===== config.mk =====
export PLATFORM = sky130hd
export DESIGN_NAME = uart_tx_serializer
export DESIGN_NICKNAME = d
export VERILOG_FILES = /design/src/rtl/uart_tx_serializer.sv
export SDC_FILE = /design/constraint.sdc
export NUM_CORES = 1
export LEC_CHECK = 0
export ABC_AREA = 0
export BUFFER_PORTS_ARGS = -buffer_cell sky130_fd_sc_hd__buf_2
export CORE_MARGIN = 5
export CORE_UTILIZATION = 39
export DETAILED_ROUTE_END_ITERATION = 12
export PLACE_DENSITY = 0.61
export RECOVER_POWER = 100
export SYNTH_ARGS = -nofsm -noshare
export SYNTH_HDL_FRONTEND = slang
export SYNTH_SLANG_ARGS = --single-unit

===== constraint.sdc =====
create_clock -name clk -period 2.6 [get_ports clk]
set_clock_uncertainty 0.15 [all_clocks]
set_input_delay 0.52 -clock clk [delete_from_list [all_inputs] [get_ports clk]]
set_output_delay 0.52 -clock clk [all_outputs]
set_load 0.01 [all_outputs]

===== src/rtl/uart_tx_serializer.sv =====
// UART transmitter: serialises loadData[7:0] as start, 8 data bits LSB first, stop.
// Define UART_TX_PARITY_EN to insert an even-parity bit between the data bits and stop.
module uart_tx_serializer #(
    parameter int CLKS_PER_BIT = 434
) (
    input  logic        clk,
    input  logic        reset_n,
    input  logic [31:0] loadData,
    input  logic        byte_ready,
    output logic        tx_busy,
    output logic        tx_serial,
    output logic        tx_done
);
    // state  | meaning
    // IDLE   | line high, waiting for byte_ready
    // START  | start bit (0) on the line
    // DATA   | data bit bit_idx on the line, LSB first
    // STOP   | stop bit (1) on the line
    // PARITY | even-parity bit on the line (parity builds only)
    typedef enum logic [2:0] {
        IDLE,
        START,
        DATA,
        STOP
`ifdef UART_TX_PARITY_EN
        , PARITY
`endif
    } state_t;

    localparam logic [15:0] BAUD_LAST = 16'(CLKS_PER_BIT - 1);

    state_t      state_q, state_d;
    logic [15:0] baud_q, baud_d;
    logic [2:0]  bit_idx_q, bit_idx_d;
    logic [7:0]  shift_q, shift_d;
    logic        serial_d, busy_d, done_d;
    logic        bit_end;

    assign bit_end = (baud_q == BAUD_LAST);

    always_ff @(posedge clk) begin
        if (!reset_n) begin
            state_q   <= IDLE;
            baud_q    <= 16'd0;
            bit_idx_q <= 3'd0;
            shift_q   <= 8'd0;
            tx_serial <= 1'b1;
            tx_busy   <= 1'b0;
            tx_done   <= 1'b0;
        end else begin
            state_q   <= state_d;
            baud_q    <= baud_d;
            bit_idx_q <= bit_idx_d;
            shift_q   <= shift_d;
            tx_serial <= serial_d;
            tx_busy   <= busy_d;
            tx_done   <= done_d;
        end
    end

    always_comb begin
        state_d   = state_q;
        baud_d    = 16'd0;
        bit_idx_d = bit_idx_q;
        shift_d   = shift_q;
        serial_d  = 1'b1;
        done_d    = 1'b0;
        case (state_q)
            IDLE: begin
                if (byte_ready) begin
                    state_d   = START;
                    shift_d   = loadData[7:0];
                    bit_idx_d = 3'd0;
                end
            end
            START: begin
                if (bit_end) state_d = DATA;
                else         baud_d  = baud_q + 16'd1;
            end
            DATA: begin
                if (bit_end) begin
                    // Rotate so the byte is whole again after bit 7 (parity reuses it).
                    shift_d   = {shift_q[0], shift_q[7:1]};
                    bit_idx_d = bit_idx_q + 3'd1;
                    if (bit_idx_q == 3'd7) begin
`ifdef UART_TX_PARITY_EN
                        state_d = PARITY;
`else
                        state_d = STOP;
`endif
                    end
                end else begin
                    baud_d = baud_q + 16'd1;
                end
            end
`ifdef UART_TX_PARITY_EN
            PARITY: begin
                if (bit_end) state_d = STOP;
                else         baud_d  = baud_q + 16'd1;
            end
`endif
            STOP: begin
                if (bit_end) begin
                    state_d = IDLE;
                    done_d  = 1'b1;
                end else begin
                    baud_d = baud_q + 16'd1;
                end
            end
            default: state_d = IDLE;
        endcase

        case (state_d)
            START:   serial_d = 1'b0;
            DATA:    serial_d = shift_d[0];
`ifdef UART_TX_PARITY_EN
            PARITY:  serial_d = ^shift_d;
`endif
            default: serial_d = 1'b1;
        endcase
        busy_d = (state_d != IDLE);
    end
endmodule


=== After elaboration in Yosys (flattened, before gate mapping) ===
Index checks and enable logic that the tools add are counted.

* Add/subtract/negate cells: 2
* Mux-type cells: 14
* Bitwise logic cells: 2
* Eq/ne operators: 9
* Reduce and logical (&&, ||, !) cells: 7

{| class="wikitable"
|+ Operators with widths
! operator !! count
|-
| 3-bit two-way mux || 7
|-
| 16-bit by 1-bit adder with 16-bit output, second input constant || 1
|-
| 16-bit by 9-bit == test with 1-bit output, second input constant || 1
|-
| 8-bit two-way mux || 2
|-
| 8-bit case mux with 2 select lines || 1
|-
| 3-bit case mux with 4 select lines || 1
|-
| 3-bit by 2-bit == test with 1-bit output, second input constant || 3
|-
| 3-bit by 1-bit == test with 1-bit output, second input constant || 2
|-
| 3-bit case mux with 2 select lines || 1
|-
| 3-bit OR reduction || 2
|-
| 2-bit != test, second input constant || 2
|-
| 3-bit by 1-bit adder with 3-bit output, second input constant || 1
|-
| 3-bit == test, second input constant || 1
|-
| 3-bit logical NOT || 1
|-
| 3-bit AND reduction || 1
|-
| 3-bit nonzero test || 1
|-
| 1-bit inverter || 2
|-
| 1-bit case mux with 2 select lines || 1
|-
| 2-bit AND reduction || 1
|-
| 2-bit nonzero test || 1
|-
| 1-bit two-way mux || 1
|}

* Output and inout bits: 3
* Register bits: 33
* Input bits: 35
* Word-level logic and storage cells: 42

=== Depth between registers and ports, before layout ===
Gate-level depths: netlist of the first run.

* Depth in word-level cells: 6
* Gate-level depth with buffers: 8
* Mapped depth without buffers: 7

=== Least setup slack after synthesis of the first run ===
Ideal clock, no wire load.

* Path kind: register to register
* From: register baud_q[6]
* To: register baud_q[15]
* Data required time: 2.335 ns
* Stages on the path, launching flop included: 7
* Path slack: 0.544 ns
* Arrival: 1.792 ns
* Buffers on the path: 2
* Setup time: 0.115 ns
* Path through: dfxtp_1 or4_4 nor4_4 or3_2 buf_2 buf_6 nor2_1

* Longest elaborated chain between the ends: 2
* Elaborated cells between the ends (all ways): 3
* Classes of those cells: add/sub (1); eq/ne (1); reduce/logical (1)

{| class="wikitable"
|+ Ends and longest elaborated chain
! what !! RTL line !! RTL
|-
| from (decl) || 33 || <nowiki>logic [15:0] baud_q, baud_d;</nowiki>
|-
| from (signal assigned) || 52 || <nowiki>baud_q <= baud_d;</nowiki>
|-
| parallel branches: the longest is 2 deep, another holds 16-bit by 1-bit adder with 16-bit output || - ||
|}

Parallel ways; which one is timed is not known.
A chain may end at the register's enable or synchronous reset.

=== Worst setup path after layout of the first run ===
* From: register baud_q[0]
* To: register tx_serial

* Longest elaborated chain between the ends: 5
* Elaborated cells between the ends (all ways): 10
* Classes of those cells: eq/ne (3); mux (7)

{| class="wikitable"
|+ Ends and longest elaborated chain
! what !! RTL line !! RTL
|-
| 16-bit by 9-bit == test with 1-bit output * || 39 || <nowiki>assign bit_end = (baud_q == BAUD_LAST);</nowiki>
|-
| 3-bit two-way mux, on equally long branches || 103, 77, 81 ||
|-
| 3-bit case mux with 4 select lines || 68 || <nowiki>case (state_q)</nowiki>
|-
| 3-bit by 2-bit == test with 1-bit output / 3-bit by 1-bit == test with 1-bit output (equally long branches) || 113 || <nowiki>case (state_d)</nowiki>
|-
| 1-bit case mux with 2 select lines * || 113 ||
|-
| to (signal assigned) || 55 || <nowiki>tx_serial <= serial_d;</nowiki>
|-
| to (decl) || 11 || <nowiki>output logic tx_serial,</nowiki>
|}

Every way passes the cells marked *; elsewhere a longest branch is shown, timed or not. The select of a mux whose other input is x is not followed.

==> impl_metrics.toml, run 1 <==
[yosys]
yosys.area.top_type_share_pct = 43.7
post_synth_top_area_cell = "dfxtp_1"
synth.yosys.seq_area_share_pct = 43.7
yosysUniqueCellTypes = 35
synth.ff_latch_count = 33
postSynth.topFlopCell = "dfxtp_1"
synth.cell_area_um2 = 1510
postSynth.asyncResetShare_pct = 0
post_synth.cell_area_avg_um2 = 9.11
synth_fp_nets = 205
synthesis.instances = 166
ys_top_cells_by_area = "dfxtp_1, nor2_1, nand2_1"
synth-warning-count = 0
synth_enable_flop_cells = 0

[setup_path]
crit_arrival_ps = 2330
worstSetupStartpoint = "baud_q[0]"
start_kind = "flop"
critical_path.reg2reg.startpoint = "baud_q[0]"
critical-path-max-stage-delay_ps = 490
cp-end-kind = "flop"
crit-reg2reg-capture = "tx_serial"
critical-path-slowest-cell = "or3b_2"
critical_path_peak_fanout = 9
worstPathCellList = "ha_1, or3b_2, nor4_4, nor2_1, a311oi_1, o21ai_0"
r2r.worst_path.cells = 6
crit_end = "tx_serial"
worst-setup-path-type = "flop to flop"
worst-endpoint-required_ps = 2620
r2r_setup_slack_ps = 280

[global_route]
overall_track_demand_over_capacity_in_global_routing_pct = 12.1
antenna_found_initial = 0
grt_pass1_vias = 1160
maximum_number_of_pins_on_one_net_before_global_route_repair = 17
global_route_wire_length_before_repair_um = 5000
grt_overflow_total = 0

[clocking]
cts-root-buf = "clkbuf_8"
clkLatencyLatePin_ps = 290
clk_path_buf_depth = 2
hold_buffers = 0
cts_inserted_buffers = 5
clock_sink_count = 33
cts.repair.resized = 0
h-tree-depth = 2
setup_repair_bufs_after_cts = 0
tritoncts = "yes"
clk_pin_slew_ps = 70

[final_layout]
share_of_layout_cells_above_drive_strength_1_pct = 16.0
antenna_cells_inserted = 0
final_net_count = 219
area_growth_pct = 12.7
postLayoutCellArea_um2 = 1700

[flow_run]
max-cap-violations = 0

[pwr]
power_mw = 1.06
power.density_nw_per_um2 = 623
peakVddDrop_mv = 0.290
cellLeakagePower_nw = 0.565

[timing]
setup_viol = 0
timing.final.max_slew_violations = 0
report.final.hold_viol_count = 0
fin_worst_hold_slack_ps = 313
max_clock_freq_mhz = 432
finalSetupTns_ps = 0
min_period_over_period_pct = 89.0
post-route-min-period_ps = 2320
timing.final.ws_setup_ps = 285
setup_repair_after_global_routing_missed_its_margin = "false"
timing_worst_slew_pin_value_ps = 628
timing.max_slew.rel_slack_pct = 58.1

[detailed_routing]
post_drt_wl_per_cell_um = 11.9
via_per_inst = 5.16
postRouteAntennaNets = 0
remaining_drc_errors = 0
totalWireLength_um = 2740
drt_iter0_markers = 64
dr_total_vias = 1181
drt_pre_antenna_iters = 4

[placed_design]
post_placement_setup_slack_ps = 285
port-buffer-count = 13
place_congestion = 0.736
standard_cell_area_after_detailed_placement_um2 = 1600
detailed_place_hpwl_um = 1980

[outcome]
run_status = "completed"

[floorplan]
floorplan.core_area_um2 = 3720
effective_utilization_at_floorplan_pct = 40.7
die_area_um2 = 5220
std_cell_rows = 22
boundaryPins = 38
die_w_um = 72.3
dieHeight_um = 72.3

[hold_path]
hold_path.class = "flop to flop"
hold_path_cells = 2
==> registers in the layout (all words and copies together) (netlist names) <==
register   count
shift_q        8
tx_serial      1
bit_idx_q      3
state_q        3
baud_q        16
tx_busy        1
tx_done        1
==> power breakdown <==
group / internal (mW) / switching (mW) / leakage [nW]
combinational: 0.0190 / 0.0214 / 0.240
sequential: 0.515 / 0.00699 / 0.268
clock: 0.311 / 0.187 / 0.0574
total: 0.845 / 0.216 / 0.565
==> worst max-delay path: cells and delay by family (launching register included) <==
| family | cells | cell delay [ps] |
|---|---|---|
| and+or+nand+nor | 3 | 960 |
| DFF | 1 | 400 |
| AOI/OAI and AO/OA | 2 | 500 |
| adders and majority gates | 1 | 170 |
==> worst min-delay path by stage <==
stage / start / end / slack [ps]
after global routing: shift_q[4] / shift_q[4] / 350
after CTS: shift_q[3] / shift_q[3] / 300
after floorplan: shift_q[2] / shift_q[2] / 280
after global placement: shift_q[5] / shift_q[5] / 290
after detailed placement: shift_q[3] / shift_q[3] / 290
final: shift_q[3] / shift_q[3] / 310
==> cells by family (layout without fill, tap and decap cells) <==
family | count (synthesis) | count (layout) | share of synthesized area [%]
adder cells (fa/ha/maj) | 4 | 4 | 3.31
AND/OR/NAND/NOR | 71 | 71 | 25.7
buffers and inverters | 10 | 25 | 3.64
XOR/XNOR | 13 | 13 | 7.53
flip-flops | 33 | 33 | 43.7
multiplexers | 1 | 1 | 0.662
AO/OA/AOI/OAI | 33 | 33 | 15.2
other | 1 | 1 | 0.248
==> stage by stage <==
step / cells / util, %
after detailed placement: 221 / 43.0
after floorplan: 166 / -
final: 229 / 45.9
after CTS: 229 / 46.2
after global placement: 221 / 43.0
after global routing: 229 / 45.9
==> layout make-up <==
cell class,instances,area (µm²)
inverter,4,15.0
clock buffer,6,82.6
multi-input combinational,123,787
clock inverter,2,37.5
tap,48,60.1
fill,373,2010
sequential,33,661
timing repair buffer,13,61.3
==> synthesized netlist by cell type, types with 6 or more instances <==
cell,instances
dfxtp_1,33
nor2_1,19
nand2_1,17
a22oi_1,7
nor2b_1,7
o21ai_0,7
xnor2_1,7
a21boi_1,6
a21oi_1,6
xor2_1,6
==> metal layers <==
layer	vias to the layer above	wire length (µm)	GRT usage (%)
met5	-	0	0
met4	0	54	5.64
met3	6	115	4.43
met2	17	1270	18.5
met1	553	1300	15.2
li1	605	-	-
==> placed cells by master, fill, tap and decap left out, types with 6 or more instances in the layout <==
cell,instances
nand2_1,17
xor2_1,6
nor2b_1,7
clkbuf_8,6
a21boi_0,8
o21ai_0,7
nor2_1,19
buf_2,10
xnor2_1,7
a21oi_1,6
dfxtp_1,33
a22oi_1,7
Note: power is estimated with default switching activity, not from simulation.
==> inputs of run 2 (changes only) <==
--- a/config.mk
+++ b/config.mk
@@ -10,8 +10,8 @@
 export CORE_MARGIN = 5
 export CORE_UTILIZATION = 39
 export DETAILED_ROUTE_END_ITERATION = 12
-export PLACE_DENSITY = 0.61
 export RECOVER_POWER = 100
+export SLEW_MARGIN = 0
 export SYNTH_ARGS = -nofsm -noshare
 export SYNTH_HDL_FRONTEND = slang
 export SYNTH_SLANG_ARGS = --single-unit
==> impl_metrics.toml, run 2 (synthesized netlist as in run 1, its figures left out) <==
[timing]
post-route-min-period_ps = 2250
setup_repair_after_global_routing_missed_its_margin = "false"
report.final.hold_viol_count = 0
min_period_over_period_pct = 86.5
timing.final.max_slew_violations = 0
timing.max_slew.rel_slack_pct = 60.2
max_clock_freq_mhz = 445
timing_worst_slew_pin_value_ps = 597
finalSetupTns_ps = 0
setup_viol = 0

[global_route]
maximum_number_of_pins_on_one_net_before_global_route_repair = 17
grt_overflow_total = 0
global_route_wire_length_before_repair_um = 4910
antenna_found_initial = 0
grt_pass1_vias = 1121
overall_track_demand_over_capacity_in_global_routing_pct = 12.2

[placed_design]
detailed_place_hpwl_um = 2060
place.detailed.instances = 222
place_congestion = 0.866
port-buffer-count = 13

[final_layout]
layout.cells.most_common = "dfxtp_1"
post_layout_nonfiller_instances = 230
antenna_cells_inserted = 0
n_fill_cell = 370
top_regs = "baud_q (16), shift_q (8)"
regMostFlops = "baud_q"
layout.cells.most_common_list = "dfxtp_1, nor2_1, nand2_1"
final_net_count = 220
share_of_layout_cells_above_drive_strength_1_pct = 15.4
area_growth_pct = 10.7
largest_register_ffs = 16

[pwr]
power.density_nw_per_um2 = 560
peakVddDrop_mv = 0.303
cellLeakagePower_nw = 0.555

[detailed_routing]
remaining_drc_errors = 0
drt_pre_antenna_iters = 5
drt_iter0_markers = 54
totalWireLength_um = 2910
dr_total_vias = 1173
postRouteAntennaNets = 0
post_drt_wl_per_cell_um = 12.7
via_per_inst = 5.10

[clocking]
hold_buffers = 0
clk_pin_slew_ps = 70
clock_sink_count = 33
tritoncts = "yes"
cts.repair.resized = 0
h-tree-depth = 2
clk_path_buf_depth = 2
setup_repair_bufs_after_cts = 0
cts-root-buf = "clkbuf_8"
clkLatencyLatePin_ps = 290
cts_inserted_buffers = 5

[setup_path]
worst-endpoint-required_ps = 2620
r2r.worst_path.cells = 5
worst-setup-path-type = "flop to flop"
critical_path_peak_fanout = 16
crit_arrival_ps = 2270
start_kind = "flop"
cp-end-kind = "flop"

[floorplan]
dieHeight_um = 72.3
die_area_um2 = 5220
floorplan.core_area_um2 = 3720
std_cell_rows = 22
effective_utilization_at_floorplan_pct = 40.7
boundaryPins = 38
die_w_um = 72.3

[hold_path]
hold_path.class = "flop to flop"
hold_path_cells = 2

[outcome]
run_status = "completed"

[flow_run]
max-cap-violations = 0
-- run 2: path summary, 6_finish.rpt --
kind                            slack [ps]  startpoint    endpoint
worst max register to register         350   baud_q[6]   baud_q[4]
worst min register to register         320  shift_q[5]  shift_q[5]
worst max-delay path                   350   baud_q[6]   baud_q[4]
worst min-delay path                   320  shift_q[5]  shift_q[5]
-- run 2: critical path, stage by stage (launching register included) --
cell      delay (ps)
dfxtp_1          350
or4_4            580
nor4_4           350
clkbuf_1         260
or3_2            350
nor2_1           100
-- run 2: per-layer routing --
metal  track usage (%)  vias up  part of all wire [%]
met2              18.8       18                    48
met5                 0        -                     0
met4              6.26        0                   1.6
met3              5.12        4                   4.5
li1                  -      605                     -
met1              14.5      546                    46
-- run 2: where the power goes --
part,internal [mW],switching (mW),leakage [nW]
combinational,0.0194,0.0224,0.242
clock,0.185,0.187,0.0450
sequential,0.515,0.00747,0.268
-- run 2: metrics by stage --
stage / hold WS, ps / cell area (µm²) / worst slack, ps / util, % / total power, mW
5_1_grt: 332 / 1670 / 127 / 45.0 / 0.980
2_1_floorplan: 285 / 1510 / 544 / - / 0.561
3_5_place_dp: 297 / 1600 / 418 / 43.2 / 0.577
3_3_place_gp: 290 / 1600 / 438 / 43.2 / 0.575
6_report: 315 / 1670 / 350 / 45.0 / 0.936
4_1_cts: 306 / 1690 / 410 / 45.4 / 0.944
-- run 2: final cells by class --
| class | instances | area, µm² | area share [%] |
|---|---|---|---|
| Tap cell | 48 | 60.1 | 3.59 |
| Clock buffer | 6 | 72.6 | 4.34 |
| Clock inverter | 2 | 10.0 | 0.598 |
| Sequential cell | 33 | 661 | 39.5 |
| Inverter | 4 | 15.0 | 0.898 |
| Multi-Input combinational cell | 123 | 790 | 47.2 |
| Timing Repair Buffer | 14 | 65.1 | 3.89 |
